===== src/rtl/holiday_lights_gen_pkg.sv =====
// holiday_lights_gen_pkg
//   Shared definitions for the LED pattern generator: animation mode
//   encodings, the controller state enum and the seed-bit helper.
package holiday_lights_gen_pkg;

  localparam logic [1:0] MODE_ROL   = 2'd0;
  localparam logic [1:0] MODE_ROR   = 2'd1;
  localparam logic [1:0] MODE_PONG  = 2'd2;
  localparam logic [1:0] MODE_BLINK = 2'd3;

  typedef enum logic [1:0] {
    ST_IDLE  = 2'd0,
    ST_RUN   = 2'd1,
    ST_PAUSE = 2'd2
  } state_t;

  // One bit of the seed pattern. The low min(sel+1, width) bits are set.
  // The helper works per bit so that callers of any width can use it.
  function automatic logic seed_bit(input int sel, input int width, input int idx);
    int n;
    n = sel + 1;
    if (n > width) n = width;
    return (idx < n);
  endfunction

endpackage


===== src/rtl/holiday_lights_gen_btn_press_ctrl.sv =====
// btn_press_ctrl
//   Button conditioning for the LED pattern generator.
//   Ports:
//     clk_sys  in   system clock
//     rst_b    in   asynchronous active-low reset
//     button   in   raw push button, active-high, asynchronous to clk_sys
//     press    out  one-cycle pulse on each synchronised rising edge
//     long     out  one-cycle pulse once the button has been held HOLD_CYC cycles
module btn_press_ctrl #(
  parameter int HOLD_CYC = 200000000
) (
  input  logic clk_sys,
  input  logic rst_b,
  input  logic button,
  output logic press,
  output logic long
);

  localparam int HW = (HOLD_CYC > 2) ? $clog2(HOLD_CYC) : 1;
  localparam logic [HW-1:0] HOLD_LAST = HW'(HOLD_CYC - 1);
  localparam logic [HW-1:0] HOLD_PRE  = HW'(HOLD_CYC - 2);

  logic [1:0]    sync_q;
  logic          btn_d;
  logic [HW-1:0] hold_cnt;

  always_ff @(posedge clk_sys or negedge rst_b) begin
    if (!rst_b) begin
      sync_q   <= '0;
      btn_d    <= 1'b0;
      press    <= 1'b0;
      long     <= 1'b0;
      hold_cnt <= '0;
    end else begin
      sync_q <= {sync_q[0], button};
      btn_d  <= sync_q[1];
      press  <= sync_q[1] & ~btn_d;
      // Counter saturates at HOLD_CYC-1; long fires on the cycle it gets there.
      if (!sync_q[1]) begin
        hold_cnt <= '0;
      end else if (hold_cnt != HOLD_LAST) begin
        hold_cnt <= hold_cnt + HW'(1);
      end
      long <= sync_q[1] && (hold_cnt == HOLD_PRE);
    end
  end

endmodule


===== src/rtl/holiday_lights_gen.sv =====
// holiday_lights_gen
//   Parametrised LED pattern generator with rotate-left, rotate-right,
//   ping-pong and blink animations, speed select and button control.
//   Ports:
//     clk_sys  in   system clock
//     rst_b    in   asynchronous active-low reset
//     button   in   raw push button (press: run/pause, long press: idle)
//     switch   in   seed length select, seed = switch+1 ones (clamped)
//     mode     in   animation mode (see package MODE_*)
//     speed    in   step period = TICK_DIV >> speed (minimum 1)
//     led      out  LED drive, bit 0 = rightmost
//     running  out  high while in RUN
//
//   state    | meaning
//   ---------+--------------------------------------------------
//   ST_IDLE  | led follows seed; press starts the animation
//   ST_RUN   | tick divider counts, led steps per mode
//   ST_PAUSE | led, tick, dir and blink phase frozen
module holiday_lights_gen
  import holiday_lights_gen_pkg::*;
#(
  parameter int WIDTH    = 16,
  parameter int SEL_W    = 3,
  parameter int TICK_DIV = 100000000,
  parameter int HOLD_CYC = 200000000
) (
  input  logic             clk_sys,
  input  logic             rst_b,
  input  logic             button,
  input  logic [SEL_W-1:0] switch,
  input  logic [1:0]       mode,
  input  logic [1:0]       speed,
  output logic [WIDTH-1:0] led,
  output logic             running
);

  localparam int TW = (TICK_DIV > 2) ? $clog2(TICK_DIV) : 1;

  logic             press;
  logic             long;
  state_t           state;
  logic [TW-1:0]    tick;
  logic [WIDTH-1:0] pat;
  logic             dir;      // 0 = left, 1 = right
  logic             phase;
  logic [1:0]       mode_q;

  logic [WIDTH-1:0] seed;
  logic [31:0]      period;
  logic [31:0]      period_m1;
  logic             step;
  logic             enter_blink;
  logic             leave_blink;
  logic [WIDTH-1:0] cur;
  logic [WIDTH-1:0] pat_eff;
  logic             phase_eff;
  logic [WIDTH-1:0] nxt_led;
  logic             nxt_dir;
  logic             nxt_phase;

  btn_press_ctrl #(.HOLD_CYC(HOLD_CYC)) u_btn (
    .clk_sys (clk_sys),
    .rst_b   (rst_b),
    .button  (button),
    .press   (press),
    .long    (long)
  );

  always_comb begin
    seed = '0;
    for (int i = 0; i < WIDTH; i++) begin
      seed[i] = seed_bit(int'(switch), WIDTH, i);
    end

    period = 32'(TICK_DIV) >> speed;
    if (period == 32'd0) period = 32'd1;
    period_m1 = period - 32'd1;
    // >= so that a speed-up past the current count steps on the next cycle.
    step = (32'(tick) >= period_m1);

    enter_blink = (mode == MODE_BLINK) && (mode_q != MODE_BLINK);
    leave_blink = (mode != MODE_BLINK) && (mode_q == MODE_BLINK);
    cur         = (leave_blink && (led == '0)) ? pat : led;
    pat_eff     = enter_blink ? led : pat;
    phase_eff   = enter_blink ? 1'b0 : phase;

    nxt_led   = cur;
    nxt_dir   = dir;
    nxt_phase = phase_eff;
    case (mode)
      MODE_ROL: nxt_led = {cur[WIDTH-2:0], cur[WIDTH-1]};
      MODE_ROR: nxt_led = {cur[0], cur[WIDTH-1:1]};
      MODE_PONG: begin
        if (&cur) begin
          nxt_led = cur;
        end else if (!dir && cur[WIDTH-1]) begin
          nxt_dir = 1'b1;
          nxt_led = cur >> 1;
        end else if (dir && cur[0]) begin
          nxt_dir = 1'b0;
          nxt_led = cur << 1;
        end else begin
          nxt_led = dir ? (cur >> 1) : (cur << 1);
        end
      end
      default: begin
        nxt_phase = ~phase_eff;
        nxt_led   = phase_eff ? pat_eff : '0;
      end
    endcase
  end

  always_ff @(posedge clk_sys or negedge rst_b) begin
    if (!rst_b) begin
      state   <= ST_IDLE;
      running <= 1'b0;
      led     <= '0;
      pat     <= '0;
      tick    <= '0;
      dir     <= 1'b0;
      phase   <= 1'b0;
      mode_q  <= MODE_ROL;
    end else begin
      case (state)
        ST_IDLE: begin
          led    <= seed;
          mode_q <= mode;
          if (press && !long) begin
            state   <= ST_RUN;
            running <= 1'b1;
            tick    <= '0;
            pat     <= seed;
            dir     <= 1'b0;
            phase   <= 1'b0;
          end
        end
        ST_RUN: begin
          if (long) begin
            state   <= ST_IDLE;
            running <= 1'b0;
            led     <= seed;
          end else if (press) begin
            state   <= ST_PAUSE;
            running <= 1'b0;
          end else begin
            mode_q <= mode;
            pat    <= pat_eff;
            if (step) begin
              tick  <= '0;
              led   <= nxt_led;
              dir   <= nxt_dir;
              phase <= nxt_phase;
            end else begin
              tick  <= tick + TW'(1);
              led   <= cur;
              phase <= phase_eff;
            end
          end
        end
        ST_PAUSE: begin
          if (long) begin
            state   <= ST_IDLE;
            led     <= seed;
          end else if (press) begin
            state   <= ST_RUN;
            running <= 1'b1;
          end
        end
        default: begin
          state   <= ST_IDLE;
          running <= 1'b0;
        end
      endcase
    end
  end

endmodule

===== config.mk =====
export PLATFORM = sky130hd
export DESIGN_NAME = holiday_lights_gen
export DESIGN_NICKNAME = d
export VERILOG_FILES = /design/src/rtl/holiday_lights_gen_pkg.sv /design/src/rtl/holiday_lights_gen_btn_press_ctrl.sv /design/src/rtl/holiday_lights_gen.sv
export SDC_FILE = /design/constraint.sdc
export NUM_CORES = 1
export LEC_CHECK = 0
export CAP_MARGIN = 10
export CORE_AREA = 2 2 142 109
export DETAILED_ROUTE_END_ITERATION = 8
export DIE_AREA = 0 0 144 111
export SKIP_CTS_REPAIR_TIMING = 1
export SLEW_MARGIN = 20
export SYNTH_ARGS = -nofsm -noshare
export SYNTH_HDL_FRONTEND = slang
export SYNTH_SLANG_ARGS = --single-unit

===== constraint.sdc =====
create_clock -name clk_sys -period 3.1 [get_ports clk_sys]
set_input_delay 0.62 -clock clk_sys [delete_from_list [all_inputs] [get_ports clk_sys]]
set_output_delay 0.62 -clock clk_sys [all_outputs]
set_load 0.02 [all_outputs]

==> summary.md, run 1 <==
| Metric | Value |
|---|---|
| CP Capture Type | flip-flop |
| Dpl hpwl | ~16000 microns |
| Num ports | 27 |
| Reg2reg end | led[14] |
| Pre-CTS WS | -0.5026 ns |
| Sequential fraction of the synthesis area | between 30% and 40% |
| Final Cycle Share | just over 90% |
| Skew-Pair Late Insertion Delay | between 0.3 and 0.4 ns |
| Drc violations | 0 |
| Mapped Cells | between 700 and 800 |
| Core area | 14790 sq um |
| FILL cells | 1395 |
| Remaining Overflow, GRT | 0 |
| Final Hold Fails | 0 |
| Final Net Count | 848 |
| Deepest clock path buffer count | 2 |
| Most common cell on crit path | ha_4 |
| WL final | ~22000 microns |
| I/O Buffers | 26 |
| Clk network pwr share | 21.1% |
| Top_reg_cell synth | dfrtp_1 |
| Outcome | complete, no violations |
| CTS tree | done |
| CP max stage cell | a311oi_1 |
| Layout cells sized above 1 | 15.02% |
| Final setup fails | 0 |
| Post-synth top area cell | dfrtp_1 |
| Leakage | between 3 and 4 nW |
| Initial antenna violation count | 0 |
| Syn_area_per_cell | 8.743 sq um |
| Clock Tree Root | clkbuf_16 |
| Placer Congestion | 1.013 |
| Final WS setup | between 0.2 and 0.3 ns |
| Critical path class | input pin to flip-flop |
| Inst Count DP | between 1000 and 1500 |
| Htree depth | 3 |
| Mapped Area | 6487 sq um |
| Tightest Pin Transition | ~1 ns |
| CTS Sinks | a little under 100 |
| Startpoint types | input pin |
| Net Sw Frac | approximately 45% |
| Synth unique cells | 78 |
| Slew HR | 33.47% |
| Pint | 3.018 mW |
| Area grow syn2layout | 20.21% |
| Multi-input gate area | between 3000 and 4000 sq um |
| Synth area leaders | dfrtp_1 (38%), a21oi_1 (5.4%), ha_1 (4.6%) |
| Max Freq | between 300 and 400 MHz |
| Die width | 144 microns |
| CP max stage delay | a little over 0.3 ns |
| Rows | 39 |
| HP Class | input pin to async pin |
| TritonRoute pass-1 iters | 7 |
| TNS Setup | 0 ns |
| Flops & latches, synth | 99 |
| Wire per inst | 21.08 microns |
| R2r setup slk | 0.33 ns |
| IR drop worst, VDD | 0.4043 mV |
| Fin Clk Skew | between 0.01 and 0.015 ns |
| Worst Reg-to-Reg Cells | 7 |
| Number of vias per cell | 6.207 |
| Ys async rst share | 100.0% |
| Post-synth EDFFs | 0 |
| GRT Overall Usage | between 20 and 30% |
| Die area | 15980 sq um |
| Crit path required time | 3.35 ns |
| FF-to-FF Start | led[14] |
| Num CTS Buffers | 9 |
| Pwr/cell area | 704.3 nW/um^2 |
| Worst-path clk slew | 0.08 ns |
| Final ANT Viol Nets | 0 |
| FF+latch area | 2477 sq um |
| Tmin final | 2.817 ns |
| Hold slack | 0.2816 ns |
| First-pass GRT wire length | around 35000 microns |
| Critical Path AT | about 3.1 ns |
| Fin area | between 7000 and 8000 sq um |
| Switch Pwr | around 2.5 mW |
| Util after Layout | a little over half |
| Die height | between 100 and 150 microns |
| DR iter-0 viols | between 700 and 800 |
| Sequential share of power | 33.7% |
| Critical path peak fanout | 17 |
| Tot Pwr | 5.493 mW |
| Vias in the first global route | 6135 |
| Ys Warns | 0 |
| RSZ-0062 raised after global routing | false |
| Synth top area share | 38.19% |
| Maximum capacitance violations | 0 |
| Gate power share | 45.1% |
| Fin. max-slew vios | 0 |
| Largest net degree at the start of global routing | 47 |
| Dpl cell area | 7401 sq um |
| Initial core utilization | 43.88% |
| DR vias | 6362 |
| Post-Layout Cell Count | 1025 |
| Cell breakdown of the critical path | dlymetal6s2s_1 -> nor2b_4 -> inv_1 -> ha_4 -> ha_4 -> nand3_1 -> o21ai_1 -> o211ai_1 -> a311oi_1 -> buf_4 -> o21a_1 -> buf_12 -> nor3_1 -> or3_1 |
==> cells by family (layout without fill, tap and decap cells) <==
| logic type | Yosys count | count (layout) | synth area share, % |
|---|---|---|---|
| multiplexers | 12 | 12 | 1.986 |
| buffers and inverters | 58 | 134 | 3.568 |
| other | 1 | 3 | 0.05780 |
| XOR/XNOR | 48 | 48 | 6.480 |
| AND/OR/NAND/NOR | 284 | 284 | 23.07 |
| AO/OA/AOI/OAI | 215 | 215 | 21.87 |
| adder cells (fa/ha/maj) | 25 | 25 | 4.783 |
| flip-flops | 99 | 99 | 38.19 |
==> worst max path at each step <==
stage | startpoint | endpoint | slack, ns | cells past startpoint
2_1_floorplan | speed[1] | led[4] | 0.11 | 12
3_3_place_gp | speed[1] | led[10] | -0.42 | 14
3_5_place_dp | speed[1] | led[4] | -0.50 | 14
4_1_cts | speed[1] | led[4] | -0.16 | 14
5_1_grt | speed[1] | dir | 0.12 | 14
6_report | speed[0] | led[10] | 0.28 | 14
==> layer usage <==
| metal | global-route usage (%) | wire, microns | vias up |
|---|---|---|---|
| li1 | - | - | 2918 |
| met1 | 44.08 | 10550 | 3137 |
| met2 | 36.10 | 8485 | 273 |
| met3 | 10.80 | 2283 | 32 |
| met4 | 4.510 | 213 | 2 |
| met5 | 3.947 | 81 | - |
==> cell type report <==
class | instances | share of cell area (%)
flip-flops and latches | 99 | 31.77
well taps | 205 | 3.289
multi-input cells | 586 | 49.56
clock inverters | 6 | 0.7059
inverters | 22 | 1.059
clock buffers | 10 | 3.064
diodes | 1 | 0.03209
repair buffers | 96 | 10.52
==> power groups by stage <==
stage,Combinational (mW),Clock [mW],Sequential [mW]
after floorplan,1.29,0,1.84
after global placement,2.38,0,1.85
after detailed placement,2.38,0,1.85
after CTS,2.39,1.18,1.82
after global routing,2.65,1.23,1.87
final,2.48,1.16,1.85
==> synth_stat cells (11+ instances only) <==
cell type,number
dfrtp_1,99
a21oi_1,70
nor2_1,67
nand2_1,63
nand3_1,33
o21ai_0,29
clkbuf_1,25
ha_1,24
xnor2_1,24
xor2_1,24
nor3_1,21
inv_1,20
nand4_1,17
and3_1,15
a31oi_1,14
and4_1,14
a21o_1,11
==> sequential cells by signal, summed over array words and instances, names as in the netlist, 2 cells and up <==
name and count:
u_btn.sync_q 2, led 16, u_btn.hold_cnt 28, tick 27, mode_q 2, state 2, pat 16
==> cell usage in the layout (no fill, tap or decap), drive strengths merged, types with 8 or more instances in the layout <==
master / instances
a211oi: 10
a21o: 11
a21oi: 70
a22oi: 10
a31oi: 14
and2: 10
and3: 15
and4: 14
buf: 71
clkbuf: 10
clkdlybuf4s50: 23
dfrtp: 99
ha: 24
inv: 25
mux2i: 8
nand2: 63
nand3: 33
nand4: 17
nor2: 68
nor3: 22
nor4: 13
o21ai: 31
o22ai: 10
xnor2: 24
xor2: 24
==> worst max-delay path, delay by kind of cell <==
family,cells,cell delay (ns)
adder cells (fa/ha/maj),2,0.52
buffers and inverters,4,0.63
AND/OR/NAND/NOR,4,0.56
AO/OA/AOI/OAI,4,0.73
Power figures use the tool's default switching activity.
==> run 2, diff against run 1 <==
==> constraint.sdc (replaced) <==
create_clock -name clk_sys -period 2.8 [get_ports clk_sys]
set_input_delay 0.56 -clock clk_sys [delete_from_list [all_inputs] [get_ports clk_sys]]
set_output_delay 0.56 -clock clk_sys [all_outputs]
set_load 0.02 [all_outputs]
==> run 2 against run 1 <==
Sequential power rose by 9%; global-route usage fell by 0.35 points; cell count rose by 2.2%; die area did not move; register-to-register slack got worse by 0.25 ns; wire length rose by 0.60%; total power rose by 13%; worst hold slack got worse by 0.038 ns; count of clock-buffer cells in the layout fell by 1; flip-flop and latch count did not move; critical endpoint is now led[2]; sequential share of layout area fell by 0.94 points; clock power rose by 15%.
==> summary.md, run 2 (synthesis results as in run 1) <==
| Metric | Value |
|---|---|
| Outcome | complete, no violations |
| CP Capture Type | flip-flop |
| Critical Path AT | 3.01 ns (-0.06 ns) |
| I/O Buffers | 26 (unchanged) |
| Final setup fails | 0 (unchanged) |
| Initial core utilization | 43.88% (unchanged) |
| WL final | 21740 microns (+0.60%) |
| Die area | 15980 sq um (unchanged) |
| Final Cycle Share | 97.31% |
| Hold slack | 0.2431 ns (-0.03847 ns) |
| Deepest clock path buffer count | 2 (unchanged) |
| Fin. max-slew vios | 0 (unchanged) |
| Core area | 14790 sq um (unchanged) |
| HP Class | input pin to async pin |
| Fin area | 8038 sq um (+3.1%) |
| IR drop worst, VDD | 0.4359 mV (+7.8%) |
| Clock Tree Root | clkbuf_16 |
| Most flops, register | u_btn.hold_cnt |
| Htree depth | 3 (unchanged) |
| Tmin final | 2.725 ns |
| First-pass GRT wire length | 34070 microns (-1.3%) |
| Max Freq | 367.0 MHz |
| Number of vias per cell | 6.155 (-0.84%) |
| CTS Sinks | 99 (unchanged) |
| Critical path class | flip-flop to flip-flop |
| Remaining Overflow, GRT | 0 (unchanged) |
| Leakage | 3.448 nW (+4.2%) |
| DR vias | 6450 (+1.4%) |
| Die width | 144 microns (unchanged) |
| Worst-path clk slew | 0.07 ns (about the same) |
| Commonest non-fill, non-tap cell in the layout | dfrtp_1 |
| Initial antenna violation count | 0 (unchanged) |
| Layout cells sized above 1 | 17.91% (+2.9 points) |
| Fin Clk Skew | 0.007750 ns (-0.005984 ns) |
| Wire per inst | 20.74 microns (-1.6%) |
| Slew HR | 27.85% (-5.6 points) |
| Placer Congestion | 0.9305 (-8.2%) |
| Ant. Diodes | 0 (-1) |
| Area grow syn2layout | 23.90% |
| Final Hold Fails | 0 (unchanged) |
| CTS tree | done |
| Crit path required time | 3.08 ns (-0.27 ns) |
| Num ports | 27 (unchanged) |
| Drc violations | 0 (unchanged) |
| Dpl cell area | 7601 sq um (+2.7%) |
| GRT Overall Usage | 27.71% (-0.35 points) |
| Pwr/cell area | 773.9 nW/um^2 (+9.9%) |
| Num CTS Buffers | 9 (unchanged) |
| Largest net degree at the start of global routing | 51 (+8.5%) |
| Startpoint types | flip-flop |
| Tightest Pin Transition | 1.082 ns (+0.08418 ns) |
| Rows | 39 (unchanged) |
| Final Net Count | 872 (+2.8%) |
| Die height | 111 microns (unchanged) |
| Max FFs per register | 28 (unchanged) |
| Critical path peak fanout | 6 (-11) |
| Registers with the most flip-flops | u_btn.hold_cnt x28, tick x27 |
| Commonest cells after routing, fill and taps aside | dfrtp_1 (99), buf_4 (89), a21oi_1 (68), nor2_1 (67), nand2_1 (60) |
| TritonRoute pass-1 iters | 5 (-2) |
| Maximum capacitance violations | 0 (unchanged) |
| Dpl hpwl | 15940 microns (+0.36%) |
| Skew-Pair Late Insertion Delay | 0.36 ns (about the same) |
| Final ANT Viol Nets | 0 (unchanged) |
| DR iter-0 viols | 647 (-10%) |
| Vias in the first global route | 6048 (-1.4%) |
run 2: cell types whose count changed in the layout (fill, tap and decap cells not counted), moves of 2 or more:
cell	delta
nand2_1	-2
inv_8	-2
nand2_2	+2
buf_4	+22
run 2: area by class of cell:
cell class                      instances  area (sq um)
Timing Repair Buffer                  120          1023
Tap cell                              205         256.5
Clock buffer                            9         225.2
Inverter                               22         82.58
Multi-Input combinational cell        586          3887
Fill cell                            1402          6748
Sequential cell                        99          2477
Clock inverter                          7         85.08
run 2: final timing paths:
| kind | depth (start not counted) | endpoint | start | slack [ns] |
|---|---|---|---|---|
| setup / recovery | 8 | led[2] | led[14] | 0.08 |
| hold / removal | 1 | pat[4] | rst_b | 0.24 |
| setup reg to reg | 8 | led[2] | led[14] | 0.08 |
| hold reg to reg | 0 | u_btn.sync_q[1] | u_btn.sync_q[0] | 0.37 |
| max in group asynchronous | 2 | u_btn.hold_cnt[16] | rst_b | 1.83 |
| min in group clk_sys | 0 | u_btn.sync_q[1] | u_btn.sync_q[0] | 0.37 |
run 2: per-layer routing:
layer,vias to the layer above,part of all wire [%],track usage [%]
li1,2959,-,-
met1,3138,46,40.84
met2,299,43,40.10
met3,54,8.3,6.739
met4,0,2.9,8.431
met5,-,0,0
run 2: critical path, stage by stage (launching register included):
cell       delay [ns]
dfrtp_1          0.42
or4_4            0.59
nor4_4           0.29
a211oi_2         0.15
a211oi_4         0.33
buf_4            0.22
and2b_1          0.18
a211oi_1         0.26
a2bb2oi_1        0.20
run 2: stage by stage:
stage | utilization (%) | setup WS (ns) | std cells | total power [mW] | TNS, ns
detailed placement | 51.41 | -0.7161 | 1029 | 4.787 | -27.55
global route | 54.36 | -0.003582 | 1048 | 6.513 | -0.004472
finish | 54.36 | 0.07532 | 1048 | 6.220 | 0
CTS | 53.51 | -0.3541 | 1045 | 6.129 | -11.23
global placement | 51.41 | -0.6510 | 1029 | 4.775 | -24.63
floorplan | - | 0.003994 | 743 | 3.463 | 0
run 2: where the power goes:
group	total [mW]	switching [mW]	internal, mW
Sequential	2.02	0.359	1.66
Clock	1.33	0.620	0.709
Combinational	2.87	1.70	1.17
Total	6.22	2.68	3.54
